## config.mk

```make
export PLATFORM = sky130hd
export DESIGN_NAME = ysyx_22041461_shift_pipe
export DESIGN_NICKNAME = d
export VERILOG_FILES = /design/src/rtl/ysyx_22041461_shift_pipe.sv
export SDC_FILE = /design/constraint.sdc
export NUM_CORES = 1
export LEC_CHECK = 0
export ABC_AREA = 0
export ABC_CLOCK_PERIOD_IN_PS = 4000
export CAP_MARGIN = 30
export CELL_PAD_IN_SITES_DETAIL_PLACEMENT = 0
export CELL_PAD_IN_SITES_GLOBAL_PLACEMENT = 1
export CORE_MARGIN = 5
export CORE_UTILIZATION = 42
export CTS_CLUSTER_SIZE = 40
export DETAILED_ROUTE_END_ITERATION = 10
export PLACE_DENSITY = 0.84
export SLEW_MARGIN = 20
export SYNTH_ARGS = -nofsm -noshare
export SYNTH_HDL_FRONTEND = slang
export SYNTH_SLANG_ARGS = --single-unit
```

## constraint.sdc

```tcl
create_clock -name clk -period 4 [get_ports clk]
set_input_delay 1.2 -clock clk [delete_from_list [all_inputs] [get_ports clk]]
set_output_delay 1.2 -clock clk [all_outputs]
set_load 0.01 [all_outputs]
```

## src/rtl/ysyx_22041461_shift_pipe.sv

```systemverilog
// rtl/ysyx_22041461_shift_pipe.sv - pipelined SLL/SRL/SRA shift unit with RV64 word forms
//
// Purpose:
//   Shift unit beside the ALU. Ops flow through STAGES register stages. The log2(XLEN)
//   power-of-two mux levels are split evenly across the stages. Each stage has a valid
//   bit and a valid/ready handshake, so ops are never dropped or duplicated. A flush
//   input kills every op in flight.
//
// Optional feature:
//   YSYX_SHIFT_ROTATE_EN - op 3 = ROL, op 7 = ROR (RORW when XLEN=64).
//   When the macro is undefined, ops 3/7 return 0 and no rotate logic is built.
//
// Ports:
//   clk, rst                 clock (rising edge); synchronous active-high reset
//   flush                    drop all in-flight ops; blocks acceptance this cycle
//   in_valid / in_ready      input handshake
//   in_op                    0 SLL, 1 SRL, 2 SRA, 4 SLLW, 5 SRLW, 6 SRAW, 3/7 rotate or undefined
//   in_src1, in_src2         value to shift; shift amount (low SHW bits, or low 5 bits for word ops)
//   in_tag                   opaque tag, returned with the result
//   out_valid / out_ready    output handshake
//   out_res, out_tag         result and its tag
module ysyx_22041461_shift_pipe #(
   parameter int XLEN   = 64,
   parameter int STAGES = 2,
   parameter int TAG_W  = 5
) (
   input  logic             clk,
   input  logic             rst,
   input  logic             flush,
   input  logic             in_valid,
   output logic             in_ready,
   input  logic [2:0]       in_op,
   input  logic [XLEN-1:0]  in_src1,
   input  logic [XLEN-1:0]  in_src2,
   input  logic [TAG_W-1:0] in_tag,
   output logic             out_valid,
   input  logic             out_ready,
   output logic [XLEN-1:0]  out_res,
   output logic [TAG_W-1:0] out_tag
);

   localparam int SHW = $clog2(XLEN);

   localparam logic [2:0] K_SLL = 3'd0;
   localparam logic [2:0] K_SRL = 3'd1;
   localparam logic [2:0] K_SRA = 3'd2;
`ifdef YSYX_SHIFT_ROTATE_EN
   localparam logic [2:0] K_ROL = 3'd3;
   localparam logic [2:0] K_ROR = 3'd4;
`endif

   typedef struct packed {
      logic [XLEN-1:0]  val;
      logic [SHW-1:0]   amt;
      logic [2:0]       kind;
      logic             word;
      logic [TAG_W-1:0] tag;
   } pl_t;

   pl_t               in_pl;
   pl_t               st_d [STAGES];
   pl_t               st_q [STAGES];
   logic [STAGES-1:0] st_v;
   logic [STAGES-1:0] can_load;
   logic              accept;
   logic              word_op;
   logic              unused_src2;

   // Only the low shift-amount bits matter; the rest is intentionally ignored.
   assign unused_src2 = ^in_src2[XLEN-1:SHW];

   // One mux level: move by n positions (n is a power of two below XLEN).
   function automatic logic [XLEN-1:0] shift_lvl(input logic [XLEN-1:0] v,
                                                 input logic [2:0]      kind,
                                                 input int              n);
      logic [XLEN-1:0] r;
      case (kind)
         K_SLL:   r = v << n;
         K_SRL:   r = v >> n;
         K_SRA:   r = XLEN'($signed(v) >>> n);
`ifdef YSYX_SHIFT_ROTATE_EN
         K_ROL:   r = (v << n) | (v >> (XLEN - n));
         K_ROR:   r = (v >> n) | (v << (XLEN - n));
`endif
         default: r = v;
      endcase
      return r;
   endfunction

   assign word_op = (XLEN == 64) && in_op[2];

   // Decode: word ops are pre-extended so the full-width shifter yields the right
   // low 32 bits. The last stage then sign-extends bit 31.
   always_comb begin
      in_pl      = '0;
      in_pl.word = word_op;
      in_pl.tag  = in_tag;
      in_pl.amt  = in_src2[SHW-1:0] & (word_op ? SHW'(31) : {SHW{1'b1}});
      case (in_op[1:0])
         2'd0: begin
            in_pl.kind = K_SLL;
            in_pl.val  = in_src1;
         end
         2'd1: begin
            in_pl.kind = K_SRL;
            in_pl.val  = word_op ? XLEN'(in_src1[31:0]) : in_src1;
         end
         2'd2: begin
            in_pl.kind = K_SRA;
            in_pl.val  = word_op ? XLEN'($signed(in_src1[31:0])) : in_src1;
         end
         default: begin
`ifdef YSYX_SHIFT_ROTATE_EN
            // RORW rotates a doubled copy of the low word; an amount below 32 leaves
            // the 32-bit rotation in the low half.
            in_pl.kind = in_op[2] ? K_ROR : K_ROL;
            in_pl.val  = word_op ? ((XLEN'(in_src1[31:0]) << 32) | XLEN'(in_src1[31:0]))
                                 : in_src1;
`else
            // Undefined op: shifting a zero operand gives a zero result.
            in_pl.kind = K_SLL;
            in_pl.val  = '0;
`endif
         end
      endcase
   end

   // Backpressure chain from the output back to the input.
   always_comb begin : ready_chain
      logic nxt;
      nxt      = out_ready;
      can_load = '0;
      for (int k = STAGES - 1; k >= 0; k--) begin
         nxt         = ~st_v[k] | nxt;
         can_load[k] = nxt;
      end
   end

   assign in_ready = can_load[0] & ~flush;
   assign accept   = in_valid & in_ready;

   // Per-stage combinational logic: stage k applies levels [lo, hi).
   always_comb begin : datapath
      pl_t             node;
      logic [XLEN-1:0] v;
      int              lo;
      int              hi;
      for (int k = 0; k < STAGES; k++) begin
         node = (k == 0) ? in_pl : st_q[(k == 0) ? 0 : k - 1];
         lo   = (k * SHW) / STAGES;
         hi   = ((k + 1) * SHW) / STAGES;
         v    = node.val;
         for (int i = 0; i < SHW; i++) begin
            if (i >= lo && i < hi && node.amt[i]) begin
               v = shift_lvl(v, node.kind, 1 << i);
            end
         end
         if (k == STAGES - 1 && node.word) begin
            for (int b = 32; b < XLEN; b++) begin
               v[b] = v[31];
            end
         end
         st_d[k]     = node;
         st_d[k].val = v;
      end
   end

   always_ff @(posedge clk) begin
      if (rst) begin
         st_v <= '0;
         for (int k = 0; k < STAGES; k++) begin
            st_q[k] <= '0;
         end
      end else begin
         for (int k = 0; k < STAGES; k++) begin
            if (can_load[k]) begin
               st_v[k] <= (k == 0) ? accept : st_v[(k == 0) ? 0 : k - 1];
               // Data moves only with a real op, so out_res holds between results.
               if ((k == 0) ? accept : st_v[(k == 0) ? 0 : k - 1]) begin
                  st_q[k] <= st_d[k];
               end
            end
         end
         if (flush) begin
            st_v <= '0;
         end
      end
   end

   assign out_valid = st_v[STAGES-1];
   assign out_res   = st_q[STAGES-1].val;
   assign out_tag   = st_q[STAGES-1].tag;

endmodule

```

==> results.env, run 1 <==
DR.FIRST_ITER.DRC_COUNT=2531
CAP_VIOLATIONS=0
CRITICAL-PATH-TOP-CELL-BY-COUNT='sky130_fd_sc_hd__buf_4'
CRITICAL_PATH.N_BUFFERS_INVERTERS=5
POSTSYNTH.TOPFLOPCELL='sky130_fd_sc_hd__edfxtp_1'
YOSYSWARNINGS=0
POST-SYNTH-TOP-AREA-CELL='sky130_fd_sc_hd__edfxtp_1'
SYNTH_EDF_COUNT=144
FILLERINSTANCES=3290
CTS_MADE_BUFFERS=17
FINAL_CELL_MIX='sky130_fd_sc_hd__buf_4, sky130_fd_sc_hd__nor2_1, sky130_fd_sc_hd__nand2_1'
RUN_STATUS='completed'
FINAL_NETS=2330
GRT_START_MAX_NET_PINS=47
SYNTHARSTFLOPSHARE_PCT=0
ANTENNA_VIOLATIONS_BEFORE_REPAIR=0
FIRST_GLOBAL_VIAS=17004
FP.COREAREA_UM2=35600
SYNTH.AVG_CELL_AREA_UM2=7.99
GRT-OVFL-TOTAL=0
DIEHEIGHT_UM=200
FIRST_PASS_GRT_WIRE_LENGTH_MM=102
CLOCK_TREE.HTREE_LEVEL_COUNT=4
WL_MET1_MM=27.7
LEAKAGEPOWER_uW=0.00731
VIAS_PER_CELL=6.77
SYNTH-ADDER-AREA-SHARE_PCT=0.480
SYNTH.AREA.MUX_SHARE_PCT=4.39
ANTENNA_CELLS=0
CRITPATHTOPFAMILY='compound AO/OA/AOI/OAI gates'
CLK_PATH_BUF_DEPTH=2
MOSTFREQUENTLAYOUTCELL='sky130_fd_sc_hd__buf_4'
RR_WORST_DEPTH=7
CTS.SINKS=146
CELLS_AFTER_SYNTHESIS=1893
PORT_BUFFERS=153
GR-USAGE-ALL-LAYERS_PCT=32.6
SYNTH_CELL_TYPES=95
SLOWEST_DELAY_PS=460
POSTROUTEWIRELENGTH_MM=67.1
VDD_IR_DROP_MAX_mV=0.233
CRITPATHLAUNCHTYPE='primary input'
DP_CELLS=2624
CRIT_PATH_END_KIND='register'
SEQ_AREA_FRAC_SYNTH_PCT=28.9
SYNTH_TOP_CELLS_BY_AREA='sky130_fd_sc_hd__edfxtp_1, sky130_fd_sc_hd__a21oi_1, sky130_fd_sc_hd__o21ai_0'
CP.DEPTH=13
START_UTIL_PCT=42.5
ROWS=69
AREA.GROWTH.SYNTH_TO_FINAL_PCT=30.3
PATH_TYPE_OF_THE_WORST_SETUP_PATH='primary input to register'
CRIT_CHAIN='clkdlybuf4s50_1 > buf_4 > ha_1 > buf_4 > a21boi_4 > buf_12 > o221ai_1 > a22oi_2 > o21ai_1 > a32oi_2 > a221oi_1 > a2111oi_2 > buf_4'
ROOT_BUFFER='sky130_fd_sc_hd__clkbuf_16'
NUMBER_OF_PORTS_PLACED_ON_THE_DIE_BOUNDARY=212
DETAILED_PLACE_HPWL_MM=51.5
DRTPASS1ITERATIONS=9
RSZ0062_AT_GRT='true'
TIMING.CRITICAL_PATH.REQUIRED_PS=4290
POST_DRT_WL_PER_CELL_UM=25.2
POSTSYNTHREGISTERBITS=146
VIAS=17992
FINAL_PERIOD_MINUS_WORST_SETUP_SLACK_PS=3960
LAYOUT.CELLS.NON_FILLER=2658
PERIOD_SHARE_PCT=99.0
SYNTH_SIMPLE_GATE_AREA_SHARE_PCT=16.0
FINAL_SETUP_VIOLATION_COUNT=0
DIE_WIDTH_UM=200
TIGHTEST_SLEW_PS=930
WL_MET3_MM=6.18
SYNTH_XOR_XNOR_AREA_SHARE_PCT=0.240
DIE_OUTLINE_AREA_UM2=39900
CRIT_PATH_MAX_FANOUT=16
TIMING.FMAX_GHz=0.252
WORST_SLEW_MARGIN_REL_PCT=37.8
SYNTH-COMPOUND-AREA-SHARE_PCT=42.7
DESIGN_POWER_TOTAL_uW=5850
SYNTH_TOP_FAMILY_BY_AREA='compound AO/OA/AOI/OAI gates'
POWER_PER_CELL_AREA_nW_PER_UM2=297
TIMING.FINAL.HOLD_VIOLATIONS=0
SYNTH.TOP_CELL.AREA_SHARE_PCT=28.6
TIMING.CRITICAL_PATH.SLOWEST_STAGE_CELL='sky130_fd_sc_hd__clkdlybuf4s50_1'
CTS_TREE='built'
CTS.CLK_SLEW.WORST_PATHS_PS=70
WORST_HOLD_PATH.NUM_CELLS=1
HIGHEST-SIGNAL-LAYER='met4'
FIN_WORST_SKEW_PS=15.1
SYNTH_AREA_UM2=15100
WORST_MIN_PATH_CLASS='register to register'
ANT_NETS=0
FINAL_MAX_SLEW_VIOL_COUNT=0
DRC=0
FRACTION_OF_LAYOUT_CELLS_WITH_A_SIZE_SUFFIX_ABOVE_1_PCT=22.0
CLOCK_LATENCY_PS=430
POSTCTSHOLDBUFS=0
GP_CONGESTION=0.997
SYN-NUM-NETS=2039
WL_MET2_MM=30.4
CP_DATA_ARRIVAL_TIME_PS=4260
[registers in the layout (all words and copies together), names as in the netlist]
register,cells
st_q,144
st_v,2
[metal layers]
metal	vias to the layer above	track usage (%)
met5	-	0
li1	8092	-
met3	181	6.50
met1	8612	44.8
met2	1107	50.6
met4	0	12.9
[through the flow]
step           setup TNS, ps  hold WS (ps)  util (%)  instance area, um2  setup slack [ps]
3_3_place_gp          -13800           499      53.3               19000              -431
4_1_cts                    0           531      54.9               19500              19.8
3_5_place_dp          -15720           513      53.3               19000              -415
6_report                   0           532      55.4               19700              39.1
2_1_floorplan              0           497         -               15100               412
5_1_grt                 -126           547      55.4               19700             -94.5
[final timing paths]
kind	from	end	slack, ps
max reg2reg	st_q[0][6]	st_q[0][153]	540
min reg2reg	st_q[0][3]	st_q[0][82]	530
max	in_op[0]	st_q[0][76]	40
min	st_q[0][3]	st_q[0][82]	530
[power by group]
part / switching [uW] / leakage [uW] / internal, uW / total, uW
clock network: 698 / 0.000273 / 872 / 1570
logic: 1350 / 0.00550 / 1010 / 2360
registers: 118 / 0.00154 / 1810 / 1920
[Yosys cell counts (8+ instances only)]
| cell type | n |
|---|---|
| sky130_fd_sc_hd__nor2_1 | 176 |
| sky130_fd_sc_hd__nand2_1 | 172 |
| sky130_fd_sc_hd__a21oi_1 | 169 |
| sky130_fd_sc_hd__o21ai_0 | 166 |
| sky130_fd_sc_hd__edfxtp_1 | 144 |
| sky130_fd_sc_hd__buf_2 | 87 |
| sky130_fd_sc_hd__o22ai_1 | 83 |
| sky130_fd_sc_hd__clkbuf_1 | 78 |
| sky130_fd_sc_hd__o211ai_1 | 49 |
| sky130_fd_sc_hd__a221oi_1 | 44 |
| sky130_fd_sc_hd__o221ai_1 | 41 |
| sky130_fd_sc_hd__nor3_1 | 34 |
| sky130_fd_sc_hd__a211oi_1 | 33 |
| sky130_fd_sc_hd__a21o_1 | 33 |
| sky130_fd_sc_hd__and2_1 | 31 |
| sky130_fd_sc_hd__mux2_2 | 31 |
| sky130_fd_sc_hd__a31oi_1 | 30 |
| sky130_fd_sc_hd__nand3_1 | 29 |
| sky130_fd_sc_hd__a22oi_1 | 27 |
| sky130_fd_sc_hd__mux2i_1 | 27 |
| sky130_fd_sc_hd__a221o_1 | 24 |
| sky130_fd_sc_hd__inv_1 | 23 |
| sky130_fd_sc_hd__a22o_1 | 17 |
| sky130_fd_sc_hd__buf_4 | 17 |
| sky130_fd_sc_hd__o21a_1 | 17 |
| sky130_fd_sc_hd__a32oi_1 | 15 |
| sky130_fd_sc_hd__nand2b_1 | 15 |
| sky130_fd_sc_hd__buf_1 | 14 |
| sky130_fd_sc_hd__a2bb2oi_1 | 13 |
| sky130_fd_sc_hd__o21ai_1 | 13 |
| sky130_fd_sc_hd__o2bb2ai_1 | 13 |
| sky130_fd_sc_hd__a211o_1 | 12 |
| sky130_fd_sc_hd__nor2b_1 | 12 |
| sky130_fd_sc_hd__and3_1 | 11 |
| sky130_fd_sc_hd__buf_6 | 10 |
| sky130_fd_sc_hd__o221a_2 | 10 |
| sky130_fd_sc_hd__or3_1 | 10 |
| sky130_fd_sc_hd__o32ai_1 | 9 |
| sky130_fd_sc_hd__o31ai_1 | 8 |
[cell families after synthesis]
| kind of cell | count (synthesis) |
|---|---|
| compound gates | 918 |
| xor+xnor | 2 |
| fa+ha+maj | 6 |
| buf+inv | 230 |
| flops | 146 |
| mux | 60 |
| simple gates | 531 |
[area by class of cell]
type	count	area (um2)	area share, %
multi-input cells	1517	9830	49.9
clock inverters	15	145	0.737
well taps	461	577	2.93
clock buffers	17	425	2.16
repair buffers	478	4270	21.7
inverters	24	90.1	0.457
flip-flops and latches	146	4360	22.2
[repair_timing]
action,CTS,global route
gates resized for setup,0,28
buffers inserted,0,2
setup endpoints to repair,0,33
Power figures use the tool's default switching activity.
==> inputs of run 2 (changes only) <==
Settings changed: ABC_CLOCK_PERIOD_IN_PS 4000 to 5100, CORE_UTILIZATION 42 to 45, PLACE_DENSITY 0.84 to 0.89.
Clock period 4 ns to 5.1 ns, I/O delays scaled along.
==> run 2 against run 1 <==
  * Design area is 10% lower
  * Die area is 6.3% lower
  * Sequential power is 21% lower
  * Flip-flop and latch count stayed put
  * First-iteration DRC count is 5.3% higher
  * Critical path type unchanged
  * Largest power group unchanged
==> results.env, run 2 (same netlist as run 1, synthesis figures left out) <==
RUN_STATUS='completed'
WHS_PS=535
TIGHTEST_SLEW_PS=995
POST-CTS-SETUP-BUFFER-COUNT=0
FIN_WORST_SKEW_PS=25.5
MOSTFREQUENTLAYOUTCELL='sky130_fd_sc_hd__nor2_1'
GRT_START_MAX_NET_PINS=76
ANT_NETS=0
CLK_PATH_BUF_DEPTH=2
FINAL_NETS=2106
CRITPATHLAUNCHTYPE='primary input'
GP_CONGESTION=0.996
R2R_END='st_q[0][122]'
GR-USAGE-ALL-LAYERS_PCT=32.3
WL_MET1_MM=25.5
FINAL_SETUP_VIOLATION_COUNT=0
FILLERINSTANCES=3160
VDD_IR_DROP_MAX_mV=0.177
RR_WORST_DEPTH=7
TIMING.CRITICAL_PATH.REQUIRED_PS=5260
DETAILED_PLACE_HPWL_MM=47.9
WORST_HOLD_PATH.NUM_CELLS=1
POWER_PER_CELL_AREA_nW_PER_UM2=248
FIRST_PASS_GRT_WIRE_LENGTH_MM=96.8
RR_STARTPOINT='st_q[0][6]'
WHS_ENDPOINT='st_q[0][79]'
FRACTION_OF_LAYOUT_CELLS_WITH_A_SIZE_SUFFIX_ABOVE_1_PCT=11.9
CRIT_PATH_END_KIND='register'
CTS_MADE_BUFFERS=17
DESIGN_POWER_TOTAL_uW=4390
CRIT_PATH_MAX_FANOUT=8
TIMING.FMAX_GHz=0.215
DIE_OUTLINE_AREA_UM2=37400
LARGEST_REGISTER_FFS=144
FINAL_PERIOD_MINUS_WORST_SETUP_SLACK_PS=4660
CTS.CLK_SLEW.WORST_PATHS_PS=80
CP_DATA_ARRIVAL_TIME_PS=4810
DP_CELLS=2389
ROWS=67
POSTCTSHOLDBUFS=0
FINAL.SETUP.TNS_PS=0
DRTPASS1ITERATIONS=7
CLOCK_LATENCY_PS=450
WL_MET2_MM=28.4
DIE_WIDTH_UM=193
CAP_VIOLATIONS=0
FINAL_CELL_MIX='sky130_fd_sc_hd__nor2_1, sky130_fd_sc_hd__nand2_1, sky130_fd_sc_hd__a21oi_1'
POSTROUTEWIRELENGTH_MM=63.7
RSZ0062_AT_GRT='false'
ANTENNA_VIOLATIONS_BEFORE_REPAIR=1
START_UTIL_PCT=45.3
FIRST_GLOBAL_VIAS=15785
TIMING.FINAL.HOLD_VIOLATIONS=0
DIEHEIGHT_UM=193
FP.COREAREA_UM2=33400
LARGEST_REGISTER='st_q'
CTS.SINKS=146
CTS_TREE='built'
HOLD_PATH_STARTPOINT='st_q[0][0]'
NUMBER_OF_PORTS_PLACED_ON_THE_DIE_BOUNDARY=212
WORST_MIN_PATH_CLASS='register to register'
PERIOD_SHARE_PCT=91.3
CLOCK_TREE.HTREE_LEVEL_COUNT=4
VIAS_PER_CELL=7.10
WORST_SLEW_MARGIN_REL_PCT=33.7
DRC=0
WL_MET3_MM=6.42
POST-ROUTE-UTIL_PCT=53.0
PORT_BUFFERS=153
VIAS=17201
POST_DRT_WL_PER_CELL_UM=26.3
TIMING.REG2REG.SETUP_SLACK_PS=1360
LARGEST_REGISTERS='st_q (144), st_v (2)'
HIGHEST-SIGNAL-LAYER='met4'
FINAL_MAX_SLEW_VIOL_COUNT=0
ROOT_BUFFER='sky130_fd_sc_hd__clkbuf_16'
CTS_RESIZED=0
PATH_TYPE_OF_THE_WORST_SETUP_PATH='primary input to register'
DR.FIRST_ITER.DRC_COUNT=2664
LEAKAGEPOWER_uW=0.00614
AREA.GROWTH.SYNTH_TO_FINAL_PCT=17.0
ANTENNA_CELLS=0
GRT-OVFL-TOTAL=0
LAYOUT.CELLS.NON_FILLER=2421
run 2: how the worst max path moves through the flow:
stage | startpoint | endpoint | slack, ps | cells past startpoint
after CTS | in_op[0] | st_q[0][36] | 520 | 12
after global routing | in_op[0] | st_q[0][36] | 240 | 12
after floorplan | out_ready | st_q[0][0] | 1180 | 3
after detailed placement | in_op[0] | st_q[0][36] | 60 | 12
final | in_op[0] | st_q[0][71] | 440 | 11
after global placement | in_op[0] | st_q[0][71] | 160 | 11
run 2: report_power, final:
group	switching (uW)	internal [uW]
sequential	89.2	1420
combinational	998	597
clock	625	664
run 2: worst max-delay path, cell delays in order:
cell                              delay [ps]
sky130_fd_sc_hd__clkdlybuf4s50_1         550
sky130_fd_sc_hd__inv_1                    90
sky130_fd_sc_hd__ha_1                    330
sky130_fd_sc_hd__o21ba_2                 330
sky130_fd_sc_hd__o211ai_1                460
sky130_fd_sc_hd__a21oi_1                 270
sky130_fd_sc_hd__a2111oi_2               510
sky130_fd_sc_hd__buf_4                   200
sky130_fd_sc_hd__o21ai_1                  70
sky130_fd_sc_hd__a311oi_1                360
sky130_fd_sc_hd__a2111oi_2               100
run 2: final cells by class:
type / instances / area, um2 / area share, %
clock buffer: 17 / 425 / 2.40
clock inverter: 15 / 180 / 1.02
inverter: 24 / 90.1 / 0.509
multi-input combinational: 1517 / 9690 / 54.7
sequential: 146 / 4360 / 24.7
tap: 448 / 561 / 3.17
timing repair buffer: 254 / 2380 / 13.5
run 2: layer usage:
layer | global-route usage (%) | vias up
met2 | 49.8 | 1168
met5 | 0 | -
met3 | 5.36 | 205
met1 | 44.6 | 8195
li1 | - | 7633
met4 | 14.9 | 0
run 2: through the flow:
stage | area [um2] | setup WS [ps]
2_1_floorplan | 15100 | 1180
3_3_place_gp | 17100 | 160
3_5_place_dp | 17100 | 63.9
4_1_cts | 17700 | 518
5_1_grt | 17700 | 235
6_report | 17700 | 445
